==> config.mk <==
export PLATFORM = sky130hd
export DESIGN_NAME = ex_mem_stage_flat
export DESIGN_NICKNAME = d
export VERILOG_FILES = /design/src/rtl/ex_mem_pkg.sv /design/src/rtl/ex_mem_stage_if.sv /design/src/rtl/ex_mem_payload_reg.sv /design/src/rtl/ex_mem_stage.sv /design/src/flat_wrapper.sv
export SDC_FILE = /design/constraint.sdc
export NUM_CORES = 1
export LEC_CHECK = 0
export ABC_AREA = 1
export ABC_CLOCK_PERIOD_IN_PS = 1880
export BUFFER_PORTS_ARGS = -buffer_cell sky130_fd_sc_hd__buf_4
export CELL_PAD_IN_SITES_DETAIL_PLACEMENT = 1
export CELL_PAD_IN_SITES_GLOBAL_PLACEMENT = 1
export CORE_MARGIN = 5
export CORE_UTILIZATION = 36
export CTS_BUF_LIST = sky130_fd_sc_hd__clkbuf_4 sky130_fd_sc_hd__clkbuf_8
export DETAILED_ROUTE_END_ITERATION = 10
export PLACE_DENSITY_LB_ADDON = 0.1
export SYNTH_ARGS = -nofsm -noshare
export SYNTH_HDL_FRONTEND = slang
export SYNTH_SLANG_ARGS = --single-unit
==> constraint.sdc <==
create_clock -name CLK -period 1.88 [get_ports CLK]
set_clock_uncertainty 0.15 [all_clocks]
set_input_delay 0.376 -clock CLK [delete_from_list [all_inputs] [get_ports CLK]]
set_output_delay 0.376 -clock CLK [all_outputs]
set_load 0.02 [all_outputs]
==> src/rtl/ex_mem_pkg.sv <==
// ex_mem_pkg: shared types and constants for the EX/MEM pipeline stage.
//   DATA_W / REG_W  : datapath and register-index widths
//   ex_mem_state_e  : stage state encoding (EMPTY, FULL, SKID)
//   ex_mem_payload_t: packed EX/MEM beat carried through the stage
//   pcSrcOf()       : branch-taken decode of a held beat
package ex_mem_pkg;

  localparam int unsigned DATA_W = 64;
  localparam int unsigned REG_W  = 5;

  typedef enum logic [1:0] {
    EMPTY = 2'b00,
    FULL  = 2'b01,
    SKID  = 2'b10
  } ex_mem_state_e;

  typedef struct packed {
    logic [DATA_W-1:0] busW;
    logic [DATA_W-1:0] busB;
    logic [REG_W-1:0]  rd;
    logic              memRead;
    logic              memWrite;
    logic              memtoReg;
    logic              regWrite;
    logic              branch;
    logic              zero;
  } ex_mem_payload_t;

  function automatic logic pcSrcOf(input ex_mem_payload_t p);
    return p.branch & p.zero;
  endfunction

endpackage

==> src/rtl/ex_mem_stage_if.sv <==
// ex_mem_stage_if: EX-side input beat, MEM-side output beat and flush for the
// EX/MEM stage.
//   slave  : the stage's view (consumes in_* / out_ready / flush, drives
//            in_ready / out_valid / *_out / PCSrc)
//   master : the surrounding pipeline's view (opposite directions)
interface ex_mem_stage_if;
  import ex_mem_pkg::*;

  logic              in_valid;
  logic              in_ready;
  logic [DATA_W-1:0] BusW_in;
  logic              Zero_in;
  logic [DATA_W-1:0] BusB_in;
  logic [REG_W-1:0]  Rd_in;
  logic              MemRead_in;
  logic              MemWrite_in;
  logic              MemtoReg_in;
  logic              RegWrite_in;
  logic              Branch_in;
  logic              flush;

  logic              out_valid;
  logic              out_ready;
  logic [DATA_W-1:0] BusW_out;
  logic [DATA_W-1:0] BusB_out;
  logic [REG_W-1:0]  Rd_out;
  logic              MemRead_out;
  logic              MemWrite_out;
  logic              MemtoReg_out;
  logic              RegWrite_out;
  logic              PCSrc;

  modport slave (
    input  in_valid, BusW_in, Zero_in, BusB_in, Rd_in,
           MemRead_in, MemWrite_in, MemtoReg_in, RegWrite_in, Branch_in,
           flush, out_ready,
    output in_ready, out_valid, BusW_out, BusB_out, Rd_out,
           MemRead_out, MemWrite_out, MemtoReg_out, RegWrite_out, PCSrc
  );

  modport master (
    output in_valid, BusW_in, Zero_in, BusB_in, Rd_in,
           MemRead_in, MemWrite_in, MemtoReg_in, RegWrite_in, Branch_in,
           flush, out_ready,
    input  in_ready, out_valid, BusW_out, BusB_out, Rd_out,
           MemRead_out, MemWrite_out, MemtoReg_out, RegWrite_out, PCSrc
  );

endinterface

==> src/rtl/ex_mem_payload_reg.sv <==
// ex_mem_payload_reg: enable-loaded EX/MEM payload register with synchronous
// active-low clear.
//   clk  : rising-edge clock
//   rstN : synchronous active-low reset, clears the payload to zero
//   en   : load d on the next edge
//   d    : payload in
//   q    : held payload
module ex_mem_payload_reg
  import ex_mem_pkg::*;
(
  input  logic            clk,
  input  logic            rstN,
  input  logic            en,
  input  ex_mem_payload_t d,
  output ex_mem_payload_t q
);

  always_ff @(posedge clk) begin
    if (!rstN) begin
      q <= '0;
    end else if (en) begin
      q <= d;
    end
  end

endmodule

==> src/rtl/ex_mem_stage.sv <==
// ex_mem_stage: EX/MEM pipeline register with valid/ready handshake on both
// sides, 1-cycle latency and full throughput.
//   CLK     : rising-edge clock
//   Reset_L : synchronous active-low reset
//   bus     : ex_mem_stage_if.slave -- EX input beat, MEM output beat, flush
// Build option EX_MEM_SKID_EN: adds a 1-entry skid register and SKID state so
// in_ready is a flop (state != SKID); without it in_ready is the combinational
// (!out_valid | out_ready) and the stage holds at most one beat.
module ex_mem_stage
  import ex_mem_pkg::*;
(
  input  logic           CLK,
  input  logic           Reset_L,
  ex_mem_stage_if.slave  bus
);

  ex_mem_state_e   state;
  ex_mem_state_e   nextState;
  logic            outValid;
  logic            inReady;
  logic            accept;
  logic            drain;
  logic            outLoad;
  ex_mem_payload_t inPayload;
  ex_mem_payload_t outD;
  ex_mem_payload_t outQ;

  assign outValid = (state != EMPTY);
  assign accept   = bus.in_valid & inReady;
  assign drain    = outValid & bus.out_ready;

  assign inPayload = '{
    busW:     bus.BusW_in,
    busB:     bus.BusB_in,
    rd:       bus.Rd_in,
    memRead:  bus.MemRead_in,
    memWrite: bus.MemWrite_in,
    memtoReg: bus.MemtoReg_in,
    regWrite: bus.RegWrite_in,
    branch:   bus.Branch_in,
    zero:     bus.Zero_in
  };

  // State register
  always_ff @(posedge CLK) begin
    if (!Reset_L) begin
      state <= EMPTY;
    end else begin
      state <= nextState;
    end
  end

  // Next-state logic; flush overrides every other event
  always_comb begin
    nextState = state;
    if (bus.flush) begin
      nextState = EMPTY;
    end else begin
      case (state)
        EMPTY: begin
          if (accept) nextState = FULL;
        end
        FULL: begin
`ifdef EX_MEM_SKID_EN
          if (accept && !drain)      nextState = SKID;
          else if (!accept && drain) nextState = EMPTY;
`else
          if (!accept && drain) nextState = EMPTY;
`endif
        end
`ifdef EX_MEM_SKID_EN
        SKID: begin
          if (drain) nextState = FULL;
        end
`endif
        default: nextState = EMPTY;
      endcase
    end
  end

`ifdef EX_MEM_SKID_EN
  logic            skidLoad;
  logic            selSkid;
  logic            inReadyQ;
  ex_mem_payload_t skidQ;

  // Output logic: register load enables and output-register source select
  always_comb begin
    outLoad  = 1'b0;
    skidLoad = 1'b0;
    selSkid  = 1'b0;
    if (!bus.flush) begin
      case (state)
        EMPTY: outLoad = accept;
        FULL: begin
          outLoad  = accept & drain;
          skidLoad = accept & ~drain;
        end
        SKID: begin
          outLoad = drain;
          selSkid = 1'b1;
        end
        default: ;
      endcase
    end
  end

  // Registered from nextState so it lines up with the state it describes.
  always_ff @(posedge CLK) begin
    if (!Reset_L) begin
      inReadyQ <= 1'b0;
    end else begin
      inReadyQ <= (nextState != SKID);
    end
  end

  assign inReady = inReadyQ;
  assign outD    = selSkid ? skidQ : inPayload;

  ex_mem_payload_reg uSkidReg (
    .clk  (CLK),
    .rstN (Reset_L),
    .en   (skidLoad),
    .d    (inPayload),
    .q    (skidQ)
  );
`else
  logic rstDoneQ;

  // Output logic: in FULL an accept implies a same-cycle drain, so the output
  // register simply loads on every accepted beat.
  always_comb begin
    outLoad = 1'b0;
    if (!bus.flush) begin
      outLoad = accept;
    end
  end

  // Holds in_ready low through the reset cycle, when out_valid is already 0.
  always_ff @(posedge CLK) begin
    if (!Reset_L) begin
      rstDoneQ <= 1'b0;
    end else begin
      rstDoneQ <= 1'b1;
    end
  end

  assign inReady = rstDoneQ & (~outValid | bus.out_ready);
  assign outD    = inPayload;
`endif

  ex_mem_payload_reg uOutReg (
    .clk  (CLK),
    .rstN (Reset_L),
    .en   (outLoad),
    .d    (outD),
    .q    (outQ)
  );

  assign bus.in_ready     = inReady;
  assign bus.out_valid    = outValid;
  assign bus.BusW_out     = outQ.busW;
  assign bus.BusB_out     = outQ.busB;
  assign bus.Rd_out       = outQ.rd;
  assign bus.MemRead_out  = outQ.memRead;
  assign bus.MemWrite_out = outQ.memWrite;
  assign bus.MemtoReg_out = outQ.memtoReg;
  assign bus.RegWrite_out = outQ.regWrite;
  assign bus.PCSrc        = outValid & pcSrcOf(outQ);

endmodule

==> src/flat_wrapper.sv <==
// flat-port wrapper written by rule: the top's interface ports become plain ports
module ex_mem_stage_flat import ex_mem_pkg::*;
  (CLK, Reset_L, bus_in_valid, bus_BusW_in, bus_Zero_in, bus_BusB_in, bus_Rd_in, bus_MemRead_in, bus_MemWrite_in, bus_MemtoReg_in, bus_RegWrite_in, bus_Branch_in, bus_flush, bus_out_ready, bus_in_ready, bus_out_valid, bus_BusW_out, bus_BusB_out, bus_Rd_out, bus_MemRead_out, bus_MemWrite_out, bus_MemtoReg_out, bus_RegWrite_out, bus_PCSrc);
  ex_mem_stage_if bus_i ();
  input  logic CLK;
  input  logic Reset_L;
  input wire logic [$bits(bus_i.in_valid)-1:0] bus_in_valid;
  input wire logic [$bits(bus_i.BusW_in)-1:0] bus_BusW_in;
  input wire logic [$bits(bus_i.Zero_in)-1:0] bus_Zero_in;
  input wire logic [$bits(bus_i.BusB_in)-1:0] bus_BusB_in;
  input wire logic [$bits(bus_i.Rd_in)-1:0] bus_Rd_in;
  input wire logic [$bits(bus_i.MemRead_in)-1:0] bus_MemRead_in;
  input wire logic [$bits(bus_i.MemWrite_in)-1:0] bus_MemWrite_in;
  input wire logic [$bits(bus_i.MemtoReg_in)-1:0] bus_MemtoReg_in;
  input wire logic [$bits(bus_i.RegWrite_in)-1:0] bus_RegWrite_in;
  input wire logic [$bits(bus_i.Branch_in)-1:0] bus_Branch_in;
  input wire logic [$bits(bus_i.flush)-1:0] bus_flush;
  input wire logic [$bits(bus_i.out_ready)-1:0] bus_out_ready;
  output wire logic [$bits(bus_i.in_ready)-1:0] bus_in_ready;
  output wire logic [$bits(bus_i.out_valid)-1:0] bus_out_valid;
  output wire logic [$bits(bus_i.BusW_out)-1:0] bus_BusW_out;
  output wire logic [$bits(bus_i.BusB_out)-1:0] bus_BusB_out;
  output wire logic [$bits(bus_i.Rd_out)-1:0] bus_Rd_out;
  output wire logic [$bits(bus_i.MemRead_out)-1:0] bus_MemRead_out;
  output wire logic [$bits(bus_i.MemWrite_out)-1:0] bus_MemWrite_out;
  output wire logic [$bits(bus_i.MemtoReg_out)-1:0] bus_MemtoReg_out;
  output wire logic [$bits(bus_i.RegWrite_out)-1:0] bus_RegWrite_out;
  output wire logic [$bits(bus_i.PCSrc)-1:0] bus_PCSrc;
  assign bus_i.in_valid = bus_in_valid;
  assign bus_i.BusW_in = bus_BusW_in;
  assign bus_i.Zero_in = bus_Zero_in;
  assign bus_i.BusB_in = bus_BusB_in;
  assign bus_i.Rd_in = bus_Rd_in;
  assign bus_i.MemRead_in = bus_MemRead_in;
  assign bus_i.MemWrite_in = bus_MemWrite_in;
  assign bus_i.MemtoReg_in = bus_MemtoReg_in;
  assign bus_i.RegWrite_in = bus_RegWrite_in;
  assign bus_i.Branch_in = bus_Branch_in;
  assign bus_i.flush = bus_flush;
  assign bus_i.out_ready = bus_out_ready;
  assign bus_in_ready = bus_i.in_ready;
  assign bus_out_valid = bus_i.out_valid;
  assign bus_BusW_out = bus_i.BusW_out;
  assign bus_BusB_out = bus_i.BusB_out;
  assign bus_Rd_out = bus_i.Rd_out;
  assign bus_MemRead_out = bus_i.MemRead_out;
  assign bus_MemWrite_out = bus_i.MemWrite_out;
  assign bus_MemtoReg_out = bus_i.MemtoReg_out;
  assign bus_RegWrite_out = bus_i.RegWrite_out;
  assign bus_PCSrc = bus_i.PCSrc;
  ex_mem_stage u_core (.CLK(CLK), .Reset_L(Reset_L), .bus(bus_i));
endmodule
== Yosys cells after proc, flatten, opt, wreduce, memory -nomap -nowiden ==
Cells that the tools add are included.

* Bits in registers: 142
* Input port bits: 144
* Word-level logic and storage cells: 33
* Output and inout bits: 140

* Bitwise gates (word level): 8
* Reduce and logical (&&, ||, !) cells: 6
* Eq/ne operators: 3
* Multiplexer cells: 5

{| class="wikitable"
|+ Operators by type and width
! cell !! number
|-
| 1-bit bitwise AND || 5
|-
| 2-bit two-way mux || 2
|-
| 2-bit by 1-bit inequality test with 1-bit output (second input constant) || 2
|-
| 2-bit one-hot mux with 2 select lines || 1
|-
| 2-bit by 1-bit equality test with 1-bit output (second input constant) || 1
|-
| 2-bit logical NOT || 1
|-
| 1-bit two-way mux || 2
|-
| 1-bit inverter || 2
|-
| 2-bit AND reduction || 1
|-
| 2-bit nonzero test || 1
|-
| 2-bit OR reduction || 1
|-
| 1-bit logical AND || 1
|-
| 1-bit logical NOT || 1
|-
| 1-bit bitwise OR || 1
|}

== Longest topological paths before layout ==
Gate-level depths: netlist of run 1.

* Word-level depth: 9
* Depth in mapped cells: 8
* Mapped depth without buffers: 6

== Hierarchy ==
From an unflattened synthesis of run 1, not the netlist that was laid out.

* Cells, all modules: 895
* Area total of the unflattened synthesis: 5834.3 µm²

{| class="wikitable"
|+ By module, submodules not included
! module !! times used !! area an instance (µm²) !! cells an instance !! sequential area each (µm²)
|-
| ex_mem_payload_reg || 1 || 5739.3 || 880 || 2782.7
|-
| ex_mem_stage || 1 || 95.1 || 15 || 40.0
|}

== Least setup slack after synthesis of run 1 ==
Ideal clock, no wire load.

* Kind: register -> register
* Start: reg u_core.state[0]
* End: reg u_core.uOutReg.q[16] (netlist bit)
* Required time: 1.617 ns
* Path slack: 0.476 ns
* Stages on the path, launching flop included: 7
* Library setup time: 0.113 ns
* Arrival: 1.141 ns
* Clock period less this slack: 1.404 ns
* Buffers on the path: 1
* Cells stage by stage: dfxtp_1 nand2_1 nand4_4 clkbuf_1 nand2_1 nand2_1 nor2_1

* Cells in the longest elaborated chain, start to end: 6

{| class="wikitable"
|+ RTL lines
! what !! RTL line !! RTL
|-
| start, declared || ex_mem_stage.sv:17 || <nowiki>ex_mem_state_e state;</nowiki>
|-
| start signal, assigned || ex_mem_stage.sv:49 || <nowiki>state <= nextState;</nowiki>
|-
| 2-bit nonzero test || ex_mem_stage.sv:28 || <nowiki>assign outValid = (state != EMPTY);</nowiki>
|-
| 1-bit inverter || ex_mem_stage.sv:148 || <nowiki>assign inReady = rstDoneQ & (~outValid | bus.out_ready);</nowiki>
|-
| 1-bit bitwise OR || ex_mem_stage.sv:148 ||
|-
| 1-bit bitwise AND || ex_mem_stage.sv:148 ||
|-
| 1-bit bitwise AND || ex_mem_stage.sv:29 || <nowiki>assign accept = bus.in_valid & inReady;</nowiki>
|-
| 1-bit two-way mux || ex_mem_stage.sv:134 || <nowiki>if (!bus.flush) begin</nowiki>
|-
| end signal, assigned || ex_mem_payload_reg.sv:20 || <nowiki>q <= '0;</nowiki>
|-
| end signal, assigned || ex_mem_payload_reg.sv:22 || <nowiki>q <= d;</nowiki>
|-
| end, declared || ex_mem_payload_reg.sv:15 || <nowiki>output ex_mem_payload_t q</nowiki>
|}

No other way between the ends.
A chain may end at the register's enable or synchronous reset.

== Worst setup path after layout of run 1 ==
* Start: reg u_core.rstDoneQ
* End: out bus_in_ready

* Cells in the longest elaborated chain, start to end: 1

{| class="wikitable"
|+ RTL lines
! what !! RTL line !! RTL
|-
| start, declared || ex_mem_stage.sv:128 || <nowiki>logic rstDoneQ;</nowiki>
|-
| start signal, assigned || ex_mem_stage.sv:142 || <nowiki>rstDoneQ <= 1'b0;</nowiki>
|-
| start signal, assigned || ex_mem_stage.sv:144 || <nowiki>rstDoneQ <= 1'b1;</nowiki>
|-
| 1-bit bitwise AND || ex_mem_stage.sv:148 ||
|-
| end, declared || flat_wrapper.sv:19 || <nowiki>output wire logic [$bits(bus_i.in_ready)-1:0] bus_in_ready;</nowiki>
|}

No other way between the ends.

==> results of run 1 <==
==> what timing repair did <==
item | CTS | global route
hold buffers | 121 | 0
resized for setup | 0 | 1
buffers inserted | 0 | 0
endpoints found under the hold margin | 121 | 0
setup endpoints to repair | 0 | 1
==> worst max path at each step <==
| stage | endpoint | slack [ns] | cells past startpoint |
|---|---|---|---|
| floorplan | u_core.uOutReg.q[16] | 0.48 | 6 |
| global placement | u_core.uOutReg.q[65] | 0.25 | 8 |
| detailed placement | u_core.uOutReg.q[34] | 0.22 | 9 |
| CTS | bus_in_ready | 0.09 | 3 |
| global route | bus_in_ready | 0.08 | 3 |
| finish | bus_in_ready | 0.16 | 3 |
==> per-stage QoR <==
step | power (mW) | utilization [%] | std cells | setup WS [ns]
after floorplan | 4.07 | - | 1027 | 0.476
after global placement | 4.45 | 43.8 | 1376 | 0.250
after detailed placement | 4.47 | 43.8 | 1376 | 0.221
after global routing | 7.38 | 52.4 | 1528 | 0.0756
after CTS | 7.09 | 52.4 | 1528 | 0.0930
final | 6.97 | 52.4 | 1528 | 0.160
==> logic make-up after synthesis <==
group	Yosys count	share of synthesized area, %
DFF	141	42.0
AOI/OAI and AO/OA	1	0.0744
buffers and inverters	322	26.2
and+or+nand+nor	563	31.7
==> registers in the layout, indices dropped and copies added, names as in the netlist <==
register          count
u_core.state          1
u_core.rstDoneQ       1
u_core.uOutReg.q    139
==> layer usage <==
layer	share of wire, %	track usage [%]
met5	0	0
met4	2.9	7.48
met3	7.7	6.70
met2	50	33.4
met1	39	20.2
==> cell type report <==
| cell class | count | area share, % |
|---|---|---|
| timing repair buffer | 415 | 36.4 |
| clock buffer | 21 | 2.98 |
| inverter | 143 | 5.53 |
| tap | 234 | 3.02 |
| clock inverter | 10 | 0.916 |
| sequential | 141 | 29.1 |
| multi-input combinational | 564 | 22.1 |
==> where the power goes <==
part / internal, mW / total, mW / leakage, nW / switching (mW)
logic: 0.704 / 1.39 / 4.08 / 0.688
registers: 3.14 / 3.22 / 1.15 / 0.0801
clock network: 1.17 / 2.36 / 0.186 / 1.19
==> Yosys cell counts, drive strengths merged <==
cell,n,area (sq um)
a21oi,1,5.00
buf,167,1180
clkbuf,12,45.0
dfxtp,141,2820
inv,143,537
nand2,282,1060
nand3,1,5.00
nand4,1,21.3
nor2,279,1050
==> critical path, cell delays in order (launching register included) <==
cell and delay [ns]:
dfxtp_1 0.39, inv_1 0.07, a21oi_2 0.14, buf_4 0.16
==> summary.md, run 1 <==
| Metric | Value |
|---|---|
| Diodes inserted | `0` |
| # clock sinks | `141` |
| Routability congestion estimate from global placement | `0.770` |
| Top library cells by usage in the layout, fill and taps aside | `285 x buf_4, 282 x nand2_1, 279 x nor2_1, 142 x inv_1, 141 x dfxtp_1` |
| Antenna violations before repair | `0` |
| Maximum vdd drop | `0.368 mV` |
| Number of buffers added by the clock tree synthesis step | `17` |
| Estimated wirelength of the detail-placed design | `13,500 um` |
| Site row count | `50` |
| Remaining antenna violation count | `0` |
| Drt first-iter violations | `186` |
| Wire length of the first global-routing pass | `33,100 um` |
| Syn Inst Count | `1,027` |
| Sort of element at the start of the critical path | `register` |
| Total power divided by cell area | `719 mW/mm^2` |
| #FFs+latches synth | `141` |
| Required time of the critical path | `1.35 ns` |
| Mapped Area | `0.00672 sq mm` |
| H-tree Lvls | `4` |
| CTS tree | `built` |
| Pin count of the biggest net entering global routing | `91` |
| Length in cells of the worst reg-to-reg path | `7` |
| First drt pass iteration count | `4` |
| Peak fanout along the critical path | `2` |
| Routed via count divided by cell count | `4.16` |
| Max-capacitance violation count | `0` |
| Sequential-to-total area share from yosys stat | `42.0%` |
| Via count of the routed design | `6,363` |
| Number of nets in the synthesized netlist | `1,171` |
| Period utilization | `91.5%` |
| Global-route usage over all layers | `18.8%` |
| Fraction of layout cells with a size suffix above 1 | `25.3%` |
| Initial cell density of the core | `36.3%` |
| Reg2Reg Capture Point | `u_core.uOutReg.q[87]` |
| Max transition margin | `75.7%` |
| Buffer type at the clock tree root | `clkbuf_8` |
| Count of different cell masters after synthesis | `12` |
| Count of yosys warnings during synthesis | `0` |
| Maximum buffer depth of the clock tree | `2` |
| Crit path DAT | `1.19 ns` |
| Most common library cell in the layout ignoring fill and taps | `buf_4` |
| Via count of the first global-routing pass | `6,743` |
| Port bufs | `283` |
| Count of nets after finishing | `1,426` |
| Launch instance of the worst register-to-register path | `u_core.state[0]` |
| Wire length reported by the detailed router | `20,200 um` |
| Layout-stage area growth over the synthesis result | `44.4%` |
| Floorplan Core Area | `0.0185 sq mm` |
| Die H | `147 um` |
| R2R setup slack | `0.29 ns` |
| Top Ports | `284` |
| Worst Hold Class | `in -> reg` |
| Fill count | `2,388` |
| Least-Margin Pin Slew | `0.364 ns` |
| Final min period | `1.72 ns` |
| Final Max Tran Viols | `0` |
| Gr ovfl total | `0` |
| Endpoints failing setup | `0` |
| Reported leakage power | `5.42 nW` |
| Clock Latency Late Sink | `0.43 ns` |
| Worst hold stages | `3` |
| Worst Setup SP | `u_core.rstDoneQ` |
| Width of the die | `147 um` |
| Hold Path End | `u_core.uOutReg.q[100]` |
| Number of remaining DRC errors | `0` |
| Clock edge transition at the registers on the reported setup and hold paths | `0.08 ns` |
| Total negative setup slack | `0 ns` |
| Run status | `complete, no violations` |
| F_max | `581 MHz` |
| Count of final hold-check violations | `0` |
| Sequential cell area in the final layout | `0.00282 sq mm` |
| Setup repair after global routing missed its margin | `no` |
| Hold WS | `0.0325 ns` |
| Average cell area after synthesis | `6.54 sq um` |
| CP endpoint kind | `output pin` |
| Worst setup path class | `reg -> out` |
| Die area | `0.0215 sq mm` |
| Average wire per standard cell | `13.2 um` |
| Area occupied by multi-input gates | `0.00214 sq mm` |
| Post-layout instance area | `0.00970 sq mm` |
| Placement Cell Area | `0.00811 sq mm` |
| Worst Min Path Start | `bus_BusW_in[25]` |
(Power assumes the default switching activity.)
==> inputs of run 2 (changes only) <==
--- a/config.mk
+++ b/config.mk
@@ -9,9 +9,9 @@
 export ABC_CLOCK_PERIOD_IN_PS = 1880
 export BUFFER_PORTS_ARGS = -buffer_cell sky130_fd_sc_hd__buf_4
 export CELL_PAD_IN_SITES_DETAIL_PLACEMENT = 1
-export CELL_PAD_IN_SITES_GLOBAL_PLACEMENT = 1
+export CELL_PAD_IN_SITES_GLOBAL_PLACEMENT = 2
 export CORE_MARGIN = 5
-export CORE_UTILIZATION = 36
+export CORE_UTILIZATION = 27
 export CTS_BUF_LIST = sky130_fd_sc_hd__clkbuf_4 sky130_fd_sc_hd__clkbuf_8
 export DETAILED_ROUTE_END_ITERATION = 10
 export PLACE_DENSITY_LB_ADDON = 0.1
==> run 2 against run 1 <==
Compared with the run above:
- sequential power is essentially flat
- worst hold slack gained 0.025 ns
- critical path depth is the same
- via count is 1.9% lower
- sequential share of layout area is 1.2 points lower
- sequential cell count is the same
- clock-buffer cell count down 1
- wire length is 2.0% higher
- register-to-register slack better by 0.04 ns
- fmax barely moved
- cell count increased by 7.5%
- largest cell class unchanged
- largest power group unchanged
==> summary.md, run 2 (same netlist as run 1, synthesis figures left out) <==
| Metric | Value |
|---|---|
| Run status | `complete, no violations` |
| H-tree Lvls | `4 (unchanged)` |
| Routability congestion estimate from global placement | `0.726 (-5.8%)` |
| CP endpoint kind | `output pin` |
| # clock sinks | `141 (unchanged)` |
| Average wire per standard cell | `12.6 um (-5.1%)` |
| Top Ports | `284 (unchanged)` |
| Final Max Tran Viols | `0 (unchanged)` |
| Top library cells by usage in the layout, fill and taps aside | `288 x buf_4, 282 x nand2_1, 279 x nor2_1, 142 x inv_1, 141 x dfxtp_1` |
| Layout Utilization | `41.6% (-11 points)` |
| Total negative setup slack | `0 ns (unchanged)` |
| Crit path DAT | `1.20 ns (about the same)` |
| Count of nets after finishing | `1,449 (+1.6%)` |
| Period utilization | `91.6% (about the same)` |
| Antenna violations before repair | `0 (unchanged)` |
| Cell chain of the critical path | `inv_1 -> a21oi_1 -> buf_4` |
| Routed via count divided by cell count | `3.80 (-8.7%)` |
| Reported leakage power | `5.57 nW (+2.8%)` |
| CTS tree | `built` |
| Maximum vdd drop | `0.389 mV (+5.5%)` |
| Peak fanout along the critical path | `2 (unchanged)` |
| Initial cell density of the core | `27.5% (-8.7 points)` |
| First drt pass iteration count | `4 (unchanged)` |
| Global-route usage over all layers | `14.4% (-4.3 points)` |
| Drt first-iter violations | `258 (+39%)` |
| Port bufs | `283 (unchanged)` |
| Registers with the highest flip-flop counts | `u_core.uOutReg.q (139), u_core.rstDoneQ (1), u_core.state (1)` |
| Number of buffers added by the clock tree synthesis step | `17 (unchanged)` |
| Die H | `168 um (+14%)` |
| Count of final hold-check violations | `0 (unchanged)` |
| Pin count of the biggest net entering global routing | `68 (-25%)` |
| Layout-stage area growth over the synthesis result | `50.9%` |
| Sort of element at the start of the critical path | `register` |
| F_max | `581 MHz (about the same)` |
| Worst setup path class | `reg -> out` |
| Wire length reported by the detailed router | `20,700 um (+2.0%)` |
| Max transition margin | `80.3% (+4.5 points)` |
| Crit-path slowest cell | `dfxtp_1` |
| Fill count | `3,105 (+30%)` |
| Largest Register | `u_core.uOutReg.q` |
| Max reg flops | `139 (unchanged)` |
| Width of the die | `168 um (+14%)` |
| Diodes inserted | `0 (unchanged)` |
| Post-CTS Repair Setup Buffers | `0 (unchanged)` |
| Via count of the routed design | `6,240 (-1.9%)` |
| Fraction of layout cells with a size suffix above 1 | `25.3% (about the same)` |
| Least-Margin Pin Slew | `0.296 ns (-0.0681 ns)` |
| Required time of the critical path | `1.35 ns (about the same)` |
| Endpoints failing setup | `0 (unchanged)` |
| CP top delay family | `flip-flops` |
| Estimated wirelength of the detail-placed design | `14,800 um (+9.0%)` |
| Die area | `0.0281 sq mm (+31%)` |
| Setup repair after global routing missed its margin | `no` |
| Final min period | `1.72 ns (+0.00147 ns)` |
| Remaining antenna violation count | `0 (unchanged)` |
| Clock Latency Late Sink | `0.44 ns (about the same)` |
| Maximum buffer depth of the clock tree | `2 (unchanged)` |
| Number of remaining DRC errors | `0 (unchanged)` |
| Gr ovfl total | `0 (unchanged)` |
| Wire length of the first global-routing pass | `33,000 um (-0.40%)` |
| Hold WS | `0.0574 ns (+0.0250 ns)` |
| Worst Hold Class | `in -> reg` |
| Site row count | `57 (+14%)` |
| Via count of the first global-routing pass | `6,382 (-5.4%)` |
| Total power divided by cell area | `736 mW/mm^2 (+2.4%)` |
| Combined buffer and inverter count along the critical path | `2 (unchanged)` |
| Max-capacitance violation count | `0 (unchanged)` |
| Buffer type at the clock tree root | `clkbuf_8` |
| Clock edge transition at the registers on the reported setup and hold paths | `0.08 ns (about the same)` |
| Floorplan Core Area | `0.0244 sq mm (+32%)` |
| Non-filler instance count after layout | `1,642 (+7.5%)` |
| Most common library cell in the layout ignoring fill and taps | `buf_4` |
| Placed insts | `1,472 (+7.0%)` |
| Delay contributed by the slowest stage of the critical path | `0.39 ns (about the same)` |
run 2: layout make-up:
type | count | area (sq um) | share of cell area, %
timing repair buffer | 438 | 3780 | 37.3
multi-input combinational | 564 | 2140 | 21.1
inverter | 143 | 537 | 5.30
clock inverter | 12 | 188 | 1.85
clock buffer | 20 | 263 | 2.59
sequential | 141 | 2820 | 27.8
tap | 324 | 405 | 4.00
run 2: layer usage:
| layer | routed length, um | GRT usage, % |
|---|---|---|
| met5 | 0 | 0 |
| met4 | 294 | 4.41 |
| met2 | 9900 | 24.5 |
| met3 | 1540 | 4.88 |
| met1 | 8920 | 17.3 |
run 2: report_power, final:
part,switching (mW),internal (mW)
Clock,1.29,1.53
Combinational,0.686,0.739
Sequential,0.0808,3.14
run 2: final timing paths:
| kind | to | slack [ns] | startpoint | cells after the start |
|---|---|---|---|---|
| worst max-delay path | bus_in_ready | 0.16 | u_core.rstDoneQ | 3 |
| worst min-delay path | u_core.uOutReg.q[53] | 0.06 | bus_BusB_in[42] | 3 |
| worst max register to register | u_core.uOutReg.q[37] | 0.33 | u_core.state[0] | 7 |
| worst min register to register | u_core.uOutReg.q[56] | 0.36 | u_core.uOutReg.q[56] | 4 |
run 2: what timing repair did:
item / CTS / global route
endpoints found under the hold margin: 138 / 0
hold buffers: 138 / 0
resized for setup: 0 / 0
run 2: stage by stage:
stage	setup WS (ns)	power (mW)	instance area, sq um
2_1_floorplan	0.476	4.07	6720
3_3_place_gp	0.229	4.49	8300
3_5_place_dp	0.214	4.50	8300
4_1_cts	0.105	7.65	10100
5_1_grt	0.0492	7.90	10100
6_report	0.159	7.46	10100
run 2: worst register-to-register path, cell delays in order, from the launching register on:
cell and delay, ns:
dfxtp_1 0.41, nand2_1 0.14, nand4_4 0.14, buf_12 0.23
buf_4 0.23, nand2_1 0.07, nand2_1 0.05, nor2_1 0.04
==> inputs of run 3 (changes only) <==
--- a/config.mk
+++ b/config.mk
@@ -6,12 +6,12 @@
 export NUM_CORES = 1
 export LEC_CHECK = 0
 export ABC_AREA = 1
-export ABC_CLOCK_PERIOD_IN_PS = 1880
+export ABC_CLOCK_PERIOD_IN_PS = 1800
 export BUFFER_PORTS_ARGS = -buffer_cell sky130_fd_sc_hd__buf_4
 export CELL_PAD_IN_SITES_DETAIL_PLACEMENT = 1
 export CELL_PAD_IN_SITES_GLOBAL_PLACEMENT = 2
 export CORE_MARGIN = 5
-export CORE_UTILIZATION = 27
+export CORE_UTILIZATION = 25
 export CTS_BUF_LIST = sky130_fd_sc_hd__clkbuf_4 sky130_fd_sc_hd__clkbuf_8
 export DETAILED_ROUTE_END_ITERATION = 10
 export PLACE_DENSITY_LB_ADDON = 0.1
==> constraint.sdc (replaced) <==
create_clock -name CLK -period 1.8 [get_ports CLK]
set_clock_uncertainty 0.15 [all_clocks]
set_input_delay 0.36 -clock CLK [delete_from_list [all_inputs] [get_ports CLK]]
set_output_delay 0.36 -clock CLK [all_outputs]
set_load 0.02 [all_outputs]
==> run 3 against run 2 <==
Compared with the run above:
- combinational power is 5% higher
- power hardly changed
- sequential cell count unchanged
- register-to-register slack worse by 0.03 ns
- critical path depth stayed put
- sequential share of layout area is 0.078 points higher
- die area rose by 7.5%
- critical endpoint unchanged
==> summary.md, run 3 (same netlist as run 1, synthesis figures left out) <==
| Metric | Value |
|---|---|
| Site row count | `60 (+5.3%)` |
| Max transition margin | `68.2% (-12 points)` |
| Crit path DAT | `1.18 ns (-0.02 ns)` |
| Total negative setup slack | `0 ns (unchanged)` |
| CP endpoint kind | `output pin` |
| Fill count | `3,335 (+7.4%)` |
| Port bufs | `283 (unchanged)` |
| Routed via count divided by cell count | `3.78 (-0.52%)` |
| Switching power | `2.15 mW (+5.0%)` |
| Max-capacitance violation count | `0 (unchanged)` |
| Hold WS | `0.118 ns (+0.0601 ns)` |
| Die area | `0.0303 sq mm (+7.5%)` |
| Combinational share of power | `20.0% (+0.9 points)` |
| Top library cells by usage in the layout, fill and taps aside | `287 x buf_4, 282 x nand2_1, 278 x nor2_1, 142 x inv_1` |
| Remaining antenna violation count | `0 (unchanged)` |
| Placed insts | `1,490 (+1.2%)` |
| Worst setup path class | `reg -> out` |
| Pin count of the biggest net entering global routing | `82 (+21%)` |
| Non-filler instance count after layout | `1,659 (+1.0%)` |
| Estimated wirelength of the detail-placed design | `14,600 um (-1.1%)` |
| Period utilization | `94.0%` |
| Max reg flops | `139 (unchanged)` |
| Maximum vdd drop | `0.320 mV (-18%)` |
| Setup repair after global routing missed its margin | `no` |
| First drt pass iteration count | `4 (unchanged)` |
| Number of remaining DRC errors | `0 (unchanged)` |
| Final Max Tran Viols | `0 (unchanged)` |
| Average wire per standard cell | `12.5 um (-0.36%)` |
| Diodes inserted | `0 (unchanged)` |
| H-tree Lvls | `4 (unchanged)` |
| Drt first-iter violations | `200 (-22%)` |
| Top Ports | `284 (unchanged)` |
| R2R setup slack | `0.30 ns (-0.03 ns)` |
| Floorplan Core Area | `0.0267 sq mm (+9.6%)` |
| Largest Register | `u_core.uOutReg.q` |
| Most common library cell in the layout ignoring fill and taps | `buf_4` |
| Least-Margin Pin Slew | `0.477 ns (+0.181 ns)` |
| Antenna violations before repair | `0 (unchanged)` |
| Number of buffers added by the clock tree synthesis step | `17 (unchanged)` |
| Total power divided by cell area | `737 mW/mm^2 (+0.11%)` |
| Via count of the routed design | `6,272 (+0.51%)` |
| Count of nets after finishing | `1,451 (+0.14%)` |
| Routability congestion estimate from global placement | `0.713 (-1.8%)` |
| Initial cell density of the core | `25.1% (-2.4 points)` |
| Run status | `complete, no violations` |
| Post-CTS Repair Setup Buffers | `0 (unchanged)` |
| Die H | `174 um (+3.7%)` |
| Via count of the first global-routing pass | `6,602 (+3.4%)` |
| Layout-stage area growth over the synthesis result | `50.6%` |
| Cell Int Power | `5.30 mW (-1.9%)` |
| Clock edge transition at the registers on the reported setup and hold paths | `0.09 ns (about the same)` |
| # clock sinks | `141 (unchanged)` |
| Sort of element at the start of the critical path | `register` |
| Endpoints failing setup | `0 (unchanged)` |
| Buffer type at the clock tree root | `clkbuf_8` |
| Gr ovfl total | `0 (unchanged)` |
| Worst Hold Class | `in -> reg` |
| F_max | `591 MHz` |
| Global-route usage over all layers | `13.6% (-0.82 points)` |
| Clock Latency Late Sink | `0.44 ns (about the same)` |
| Wire length reported by the detailed router | `20,800 um (+0.67%)` |
| Registers with the highest flip-flop counts | `u_core.uOutReg.q (139), u_core.rstDoneQ (1), u_core.state (1)` |
| Peak fanout along the critical path | `2 (unchanged)` |
| CTS tree | `built` |
| Required time of the critical path | `1.29 ns (-0.06 ns)` |
| Final min period | `1.69 ns` |
| Fraction of layout cells with a size suffix above 1 | `25.4% (+0.076 points)` |
| Worst Slack Setup Final | `0.108 ns (-0.0505 ns)` |
| Maximum buffer depth of the clock tree | `2 (unchanged)` |
| Power share of the sequential group | `45.1% (+1.9 points)` |
| Count of final hold-check violations | `0 (unchanged)` |
| Dpl ws | `0.183 ns (-0.0316 ns)` |
| Width of the die | `174 um (+3.7%)` |
| Wire length of the first global-routing pass | `33,800 um (+2.4%)` |
| Clock power frac | `34.9% (-2.8 points)` |
| Net Sw Frac | `28.9% (+1.4 points)` |
| Reported leakage power | `5.54 nW (-0.47%)` |
run 3: stage by stage:
stage	instance area, sq um	power [mW]	util [%]
after floorplan	6720	4.25	-
after global placement	8330	4.69	31.2
after detailed placement	8330	4.70	31.2
after CTS	10100	7.66	37.8
after global routing	10100	7.91	37.9
final	10100	7.46	37.9
run 3: path summary, 6_finish.rpt:
path	start	end	depth (start not counted)
setup reg to reg	u_core.state[0]	u_core.uOutReg.q[68]	7
hold reg to reg	u_core.uOutReg.q[101]	u_core.uOutReg.q[101]	4
setup / recovery	u_core.rstDoneQ	bus_in_ready	3
hold / removal	bus_in_valid	u_core.state[0]	5
run 3: cell type report:
cell class,count,area [sq um],area share (%)
flip-flops and latches,141,2830,27.9
clock buffers,18,241,2.39
clock inverters,12,139,1.37
inverters,143,537,5.30
multi-input cells,564,2140,21.2
well taps,341,427,4.22
repair buffers,440,3810,37.6
run 3: routing by layer:
layer / vias to the layer above / global-route usage, % / share of wire (%)
met5: - / 0 / 0
met4: 0 / 4.22 / 1.7
met3: 17 / 4.92 / 7.3
met2: 167 / 23.5 / 47
met1: 2747 / 15.8 / 44
li1: 3341 / - / -
run 3: repair_timing:
item | CTS | global route
setup endpoints to repair | 2 | 1
hold buffers | 140 | 0
gates cloned | 0 | 0
pin swaps | 1 | 0
resized for setup | 2 | 3
hold endpoints to repair | 140 | 0
run 3: power groups by stage:
stage	sequential (mW)	combinational, mW	clock, mW
finish	3.37	1.49	2.60
global route	3.39	1.65	2.87
CTS	3.37	1.52	2.77
detailed placement	3.44	1.26	0
global placement	3.44	1.25	0
floorplan	3.43	0.821	0
run 3: critical path, cell delays in order, from the launching register on:
cell and delay, ns:
dfxtp_1 0.39, inv_1 0.07, a21oi_2 0.13, buf_4 0.16
